File: src/rtl/bnn_feature_sequencer.sv
// Streams FEAT_CNT quantised features into a packed vector, pulses the classifier reset,
// waits LATENCY cycles, then returns the captured class index over a valid/ready stream.
module bnn_feature_sequencer #(
  parameter int FEAT_CNT  = 16,
  parameter int FEAT_BITS = 4,
  parameter int CLASS_CNT = 10,
  parameter int LATENCY   = 64
) (
  input  logic                              clk,
  input  logic                              rst,
  input  logic                              in_valid,
  output logic                              in_ready,
  input  logic [FEAT_BITS-1:0]              in_data,
  output logic [FEAT_CNT*FEAT_BITS-1:0]     features,
  output logic                              bnn_rst,
  input  logic [$clog2(CLASS_CNT)-1:0]      prediction,
  output logic                              out_valid,
  input  logic                              out_ready,
  output logic [$clog2(CLASS_CNT)-1:0]      out_class,
  output logic                              out_error
);

  localparam int PW = $clog2(CLASS_CNT);
  localparam int IW = (FEAT_CNT > 1) ? $clog2(FEAT_CNT) : 1;
  localparam int CW = (LATENCY > 1) ? $clog2(LATENCY) : 1;
  localparam logic [IW-1:0] IDX_LAST  = IW'(FEAT_CNT - 1);
  localparam logic [CW-1:0] CNT_INIT  = CW'(LATENCY - 1);
  localparam logic [PW:0]   CLASS_LIM = (PW + 1)'(CLASS_CNT);

  typedef enum logic [1:0] {S_LOAD, S_RESTART, S_WAIT, S_OUTPUT} state_t;

  state_t                          state_q, state_d;
  logic [IW-1:0]                   idx_q, idx_d;
  logic [CW-1:0]                   cnt_q, cnt_d;
  logic [FEAT_CNT*FEAT_BITS-1:0]   shadow_q, shadow_d;
  logic [FEAT_CNT*FEAT_BITS-1:0]   features_q, features_d;
  logic                            in_ready_q, in_ready_d;
  logic                            out_valid_q, out_valid_d;
  logic [PW-1:0]                   out_class_q, out_class_d;
  logic                            out_error_q, out_error_d;

  always_comb begin
    state_d     = state_q;
    idx_d       = idx_q;
    cnt_d       = cnt_q;
    shadow_d    = shadow_q;
    features_d  = features_q;
    out_valid_d = out_valid_q;
    out_class_d = out_class_q;
    out_error_d = out_error_q;

    case (state_q)
      S_LOAD: begin
        if (in_valid && in_ready_q) begin
          for (int i = 0; i < FEAT_CNT; i++) begin
            if (idx_q == IW'(i)) shadow_d[i*FEAT_BITS +: FEAT_BITS] = in_data;
          end
          if (idx_q == IDX_LAST) begin
            // Publish the complete vector, including this last beat, on the same edge.
            idx_d      = '0;
            features_d = shadow_d;
            state_d    = S_RESTART;
          end else begin
            idx_d = idx_q + IW'(1);
          end
        end
      end
      S_RESTART: begin
        state_d = S_WAIT;
        cnt_d   = CNT_INIT;
      end
      S_WAIT: begin
        if (cnt_q == '0) begin
          out_class_d = prediction;
          out_error_d = ({1'b0, prediction} >= CLASS_LIM);
          out_valid_d = 1'b1;
          state_d     = S_OUTPUT;
        end else begin
          cnt_d = cnt_q - CW'(1);
        end
      end
      S_OUTPUT: begin
        if (out_ready) begin
          out_valid_d = 1'b0;
          state_d     = S_LOAD;
        end
      end
      default: state_d = S_LOAD;
    endcase

    // Registered so ready stays low through reset and the first cycle after it.
    in_ready_d = (state_d == S_LOAD);
  end

  always_ff @(posedge clk or posedge rst) begin
    if (rst) begin
      state_q     <= S_LOAD;
      idx_q       <= '0;
      cnt_q       <= '0;
      shadow_q    <= '0;
      features_q  <= '0;
      in_ready_q  <= 1'b0;
      out_valid_q <= 1'b0;
      out_class_q <= '0;
      out_error_q <= 1'b0;
    end else begin
      state_q     <= state_d;
      idx_q       <= idx_d;
      cnt_q       <= cnt_d;
      shadow_q    <= shadow_d;
      features_q  <= features_d;
      in_ready_q  <= in_ready_d;
      out_valid_q <= out_valid_d;
      out_class_q <= out_class_d;
      out_error_q <= out_error_d;
    end
  end

  assign in_ready  = in_ready_q;
  assign features  = features_q;
  assign out_valid = out_valid_q;
  assign out_class = out_class_q;
  assign out_error = out_error_q;
  assign bnn_rst   = rst | (state_q == S_RESTART);

endmodule

File: config.mk
export PLATFORM = sky130hd
export DESIGN_NAME = bnn_feature_sequencer
export DESIGN_NICKNAME = d
export VERILOG_FILES = /design/src/rtl/bnn_feature_sequencer.sv
export SDC_FILE = /design/constraint.sdc
export NUM_CORES = 1
export LEC_CHECK = 0
export ABC_AREA = 1
export BUFFER_PORTS_ARGS = -buffer_cell sky130_fd_sc_hd__buf_2
export CAP_MARGIN = 20
export CELL_PAD_IN_SITES_DETAIL_PLACEMENT = 0
export CELL_PAD_IN_SITES_GLOBAL_PLACEMENT = 1
export CORE_MARGIN = 4
export CORE_UTILIZATION = 25
export DETAILED_ROUTE_END_ITERATION = 7
export PLACE_DENSITY = 0.47
export SYNTH_ARGS = -nofsm -noshare
export SYNTH_HDL_FRONTEND = slang
export SYNTH_SLANG_ARGS = --single-unit
File: constraint.sdc
create_clock -name clk -period 4.7 [get_ports clk]
set_input_delay 0.47 -clock clk [delete_from_list [all_inputs] [get_ports clk]]
set_output_delay 0.47 -clock clk [all_outputs]
set_load 0.005 [all_outputs]
; Word level (Yosys, flattened, before mapping)
; Cells that the tools add are included.
; Widths: inputs -> output; s select.
[totals]
register_bits = 147
output_inout_bits = 72
[op_classes]
addsub = 2
order_cmp = 1
eq_ne = 21
muxes = 27
bitwise = 1
n_reduce_logical = 12
[ops]
columns = operator, count
row1 = $mux 4, 17
row2 = $eq 4x4->1 const B, 8
row3 = $eq 4x3->1 const B, 4
row4 = $pmux 6 s2, 1
row5 = $eq 4x2->1 const B, 2
row6 = $mux 2, 4
row7 = $pmux 2 s4, 1
row8 = $logic_not 6->1, 1
row9 = $mux 6, 1
row10 = $ne 2x2->1 const B, 3
row11 = $reduce_and 2->1, 3
row12 = $reduce_and 3->1, 2
row13 = $sub 6x1->6 const B, 1
row14 = $add 4x1->4 const B, 1
row15 = $eq 2x2->1 const B, 2
row16 = $eq 4x1->1 const B, 1
row17 = $ge 4x4->1 const B, 1
row18 = $logic_not 2->1, 2
row19 = $logic_not 4->1, 1
row20 = $reduce_bool 2->1, 2
row21 = $eq 2x1->1 const B, 1
row22 = $mux 1, 2
row23 = $pmux 1 s2, 1
row24 = $logic_and 1x1->1, 1
row25 = $or 1x1->1, 1

; Logic depth before layout (Yosys ltp)
[depth]
ltp_word = 5
ltp_mapped = 9
mapped_depth_nobuf = 9

; Worst setup path after synthesis
; OpenSTA, ideal clock, no wires.
[synth_path]
path_type = in2out
start = input port rst
end = output port bnn_rst
arrival_time_ns = 3.677
t_required_ns = 4.230
slack_ns = 0.553
stages = 2
n_path_buf = 0
cell_sequence = inv_1 nand2_1
[synth_between]
elab_chain_cells = 1
[synth_rtl]
columns = item, line_no
row1 = start: declaration, 10  ; input logic rst,
row2 = $or 1x1->1, 124  ; assign bnn_rst = rst | (state_q == S_RESTART);
row3 = end: declaration, 15  ; output logic bnn_rst,
; No other way between the ends.

; Final worst setup path
[layout_path]
start = register state_q[0]
end = register features_q[12] (netlist: features[12])
[layout_between]
elab_chain_cells = 2
[layout_rtl]
columns = item, line_no
row1 = start: declaration, 32  ; state_t state_q, state_d;
row2 = start signal: assignment, 107  ; state_q <= state_d;
row3 = $logic_not 2->1, 52  ; case (state_q)
row4 = $reduce_and 3->1 (no line), -
row5 = end signal: assignment, 111  ; features_q <= features_d;
row6 = end: declaration, 36  ; logic [FEAT_CNT*FEAT_BITS-1:0] features_q, features_d;
; No other way between the ends.
; A chain may end at the register's enable or synchronous reset.

==> summary.txt <==
Global route
  • Vias in the first global route: 5,135
  • Largest net degree at the start of global routing: 91
  • First-pass GRT wire length: 27,900 um
  • GRT overflow: 0
  • GRT Overall Usage: 13.0%
  • Initial antenna violation count: 0

Critical path
  • RR Startpoint: state_q[0]
  • Slowest stage delay, CP: 0.61 ns
  • Reg2Reg Capture Point: features[12]
  • Buf+Inv Stages, Crit Path: 1
  • R2R setup slack: 1.96 ns
  • Crit-path max FO: 43
  • Crit-path leading delay family: simple AND/OR/NAND/NOR gates
  • Setup crit end kind: register
  • CP arrival: 3.05 ns
  • Slowest stage cell, crit path: nand2_2
  • Required @ worst endpoint: 5.01 ns
  • Startpoint class of the critical path: register
  • Worst reg2reg path depth: 7
  • Critical path class: reg2reg
  • CP Cell Sequence: nor2_2 -> nand2_2 -> nor2_1 -> nand2_2 -> buf_4 -> nand2_1 -> nand2_1

Clock tree
  • Clock sink total: 143
  • CTS Buffer Depth: 2
  • Post-CTS Resized: 0
  • CTS Buf Count: 17
  • Clock Latency Late Sink: 0.42 ns
  • CTS tree: yes
  • Hold buffer count at cts: 0
  • Clock Pin Slew Worst Setup and Hold Paths: 0.06 ns
  • H-tree levels: 4
  • Post-CTS Setup Bufs: 0
  • Clock root buffer: clkbuf_16

Timing
  • Crit share post-route: 58.4%
  • Final hold violation count: 0
  • Post-layout min period: 2.74 ns
  • Setup-failing EPs final: 0
  • Slew headroom: 35.4%
  • Peak Freq: 0.365 GHz
  • Max-slew violations: 0
  • RSZ-0062 raised after global routing: false
  • Setup Skew: 0.00818 ns
  • Sum Neg Setup Slack: 0 ns
  • Fin worst setup slack: 1.96 ns
  • Least-Margin Pin Slew: 0.966 ns

Detailed routing
  • 1st-iter DRT viols: 349
  • DR vias: 5,188
  • Final WL: 17,300 um
  • Post-DR vias/cell: 4.42
  • Antenna Nets Post-Route: 0
  • WL/cell: 14.7 um
  • DRT Pass-1 Iters: 7
  • DR DRC count: 0

Status
  • Result of the run: complete, no violations

Placement
  • Port bufs: 83
  • Dpl ws: 1.79 ns
  • GP Congestion: 0.770
  • Post-DP HPWL: 10,700 um

Floorplanning
  • Starting density of the core: 25.5%
  • Core ar.: 24,300 um^2
  • I/O pins: 84
  • Std-Cell Rows: 57
  • Die X: 165 um
  • Die height: 165 um
  • Die area: 27,400 um^2

Layout
  • Antenna Cells: 0
  • Final #Nets: 855
  • Share of cells above drive strength 1: 14.9%
  • Area grow syn2layout: 21.3%

Synth
  • Yosys reg bits: 143
  • Sequential share of the synthesized area: 57.8%
  • Count of cell types in the netlist: 23
  • Avg Inst Size Synth: 8.13 um^2
  • Syn Nets: 779
  • Mapped Area: 6190 um^2
  • Synth Instances: 762
  • Synth warn: 0

Power
  • Max VDD drop: 208 uV
  • Pwr/cell area: 532 nW/um^2
  • Leakage: 4.04 nW

Worst hold path
  • Hold WC Path Type: in2async

Run
  • Max_cap viols: 0
==> area by class of cell <==
class	instances	area [um^2]
Fill cell	2587	16800
Multi-Input combinational cell	566	2370
Sequential cell	143	3580
Inverter	22	87.6
Timing Repair Buffer	88	453
Clock inverter	11	163
Tap cell	324	405
Clock buffer	21	460
==> layer usage <==
| metal | part of all wire, % | global-route usage, % | vias to the layer above | routed length (um) |
|---|---|---|---|---|
| met5 | 0 | 0 | - | 0 |
| met4 | 1.2 | 3.52 | 0 | 208 |
| met3 | 4.7 | 2.80 | 15 | 812 |
| met2 | 46 | 20.7 | 107 | 7910 |
| met1 | 48 | 18.1 | 2516 | 8340 |
| li1 | - | - | 2550 | - |
==> cells by family after synthesis <==
kind of cell	Yosys count	share of synthesized area (%)
buffers and inverters	53	4.06
AOI/OAI and AO/OA	96	7.84
DFF	143	57.8
adders and majority gates	5	1.01
and+or+nand+nor	464	29.2
xor gates and xnor gates	1	0.141
==> worst reg2reg max path, cell delays in order, from the launching register on <==
cell and delay, ns:
dfrtp_1 0.42, nor2_2 0.15, nand2_2 0.45, nor2_1 0.38, nand2_2 0.61, buf_4 0.48, nand2_1 0.09, nand2_1 0.05
==> registers in the layout (all words and copies together), names as in the netlist <==
signal     flops
in_ready       1
idx_q          4
shadow_q      60
state_q        2
features      64
out_class      4
out_error      1
out_valid      1
cnt_q          6
==> report_power, final <==
group	total (mW)	switching, mW	leakage [nW]	internal, mW
Combinational	0.905	0.599	1.81	0.306
Sequential	1.64	0.164	1.94	1.48
Clock	1.45	0.540	0.299	0.914
Total	4.00	1.30	4.04	2.70
==> worst max-delay path by stage <==
stage	startpoint	end	slack, ns	cells past startpoint
2_1_floorplan	rst	cnt_q[0]	0.37	1
3_3_place_gp	in_valid	features[12]	1.87	9
3_5_place_dp	in_valid	features[4]	1.79	9
4_1_cts	state_q[0]	features[4]	1.88	7
5_1_grt	state_q[0]	features[46]	1.63	7
6_report	state_q[0]	features[12]	1.96	7
==> Yosys cell counts <==
master	number	area share, %
nor3_1	3	0.24
o21ai_0	94	7.6
inv_2	1	0.061
xor2_1	1	0.14
inv_1	21	1.3
nand3b_1	2	0.24
nor3_4	1	0.26
clkbuf_1	16	0.97
clkbuf_2	1	0.081
dfrtp_1	143	58
nand2_1	427	26
o211ai_1	1	0.12
ha_1	5	1.0
nand3_1	19	1.5
buf_2	8	0.65
buf_6	5	0.91
nand3_2	1	0.16
nor2_2	2	0.20
nand4_1	2	0.20
o21bai_1	1	0.12
buf_4	1	0.12
or2_2	1	0.10
nor2_1	6	0.36
==> cell usage in the layout, fill, tap and decap left out, types with 2 or more instances in the layout <==
| cell type | instances |
|---|---|
| nand2_1 | 425 |
| dfrtp_1 | 143 |
| o21ai_0 | 94 |
| buf_2 | 83 |
| inv_1 | 20 |
| nand3_1 | 19 |
| clkbuf_16 | 17 |
| nor2_1 | 6 |
| ha_1 | 5 |
| buf_4 | 5 |
| bufinv_16 | 4 |
| clkinv_2 | 4 |
| nor3_1 | 3 |
| clkinvlp_4 | 3 |
| nor2_2 | 2 |
| nand2_2 | 2 |
| nand3b_1 | 2 |
| nand4_1 | 2 |
| clkbuf_8 | 2 |
| clkbuf_1 | 2 |
==> through the flow <==
| stage | utilization [%] | cells | hold WS (ns) | instance area (um^2) | power, mW |
|---|---|---|---|---|---|
| after floorplan | - | 762 | 0.449 | 6190 | 2.29 |
| after global placement | 28.3 | 1143 | 0.458 | 6890 | 2.56 |
| after detailed placement | 28.3 | 1143 | 0.462 | 6890 | 2.58 |
| after CTS | 30.9 | 1175 | 0.242 | 7520 | 4.06 |
| after global routing | 30.9 | 1175 | 0.261 | 7520 | 4.28 |
| final | 30.9 | 1175 | 0.212 | 7520 | 4.00 |
Power figures use the tool's default switching activity.
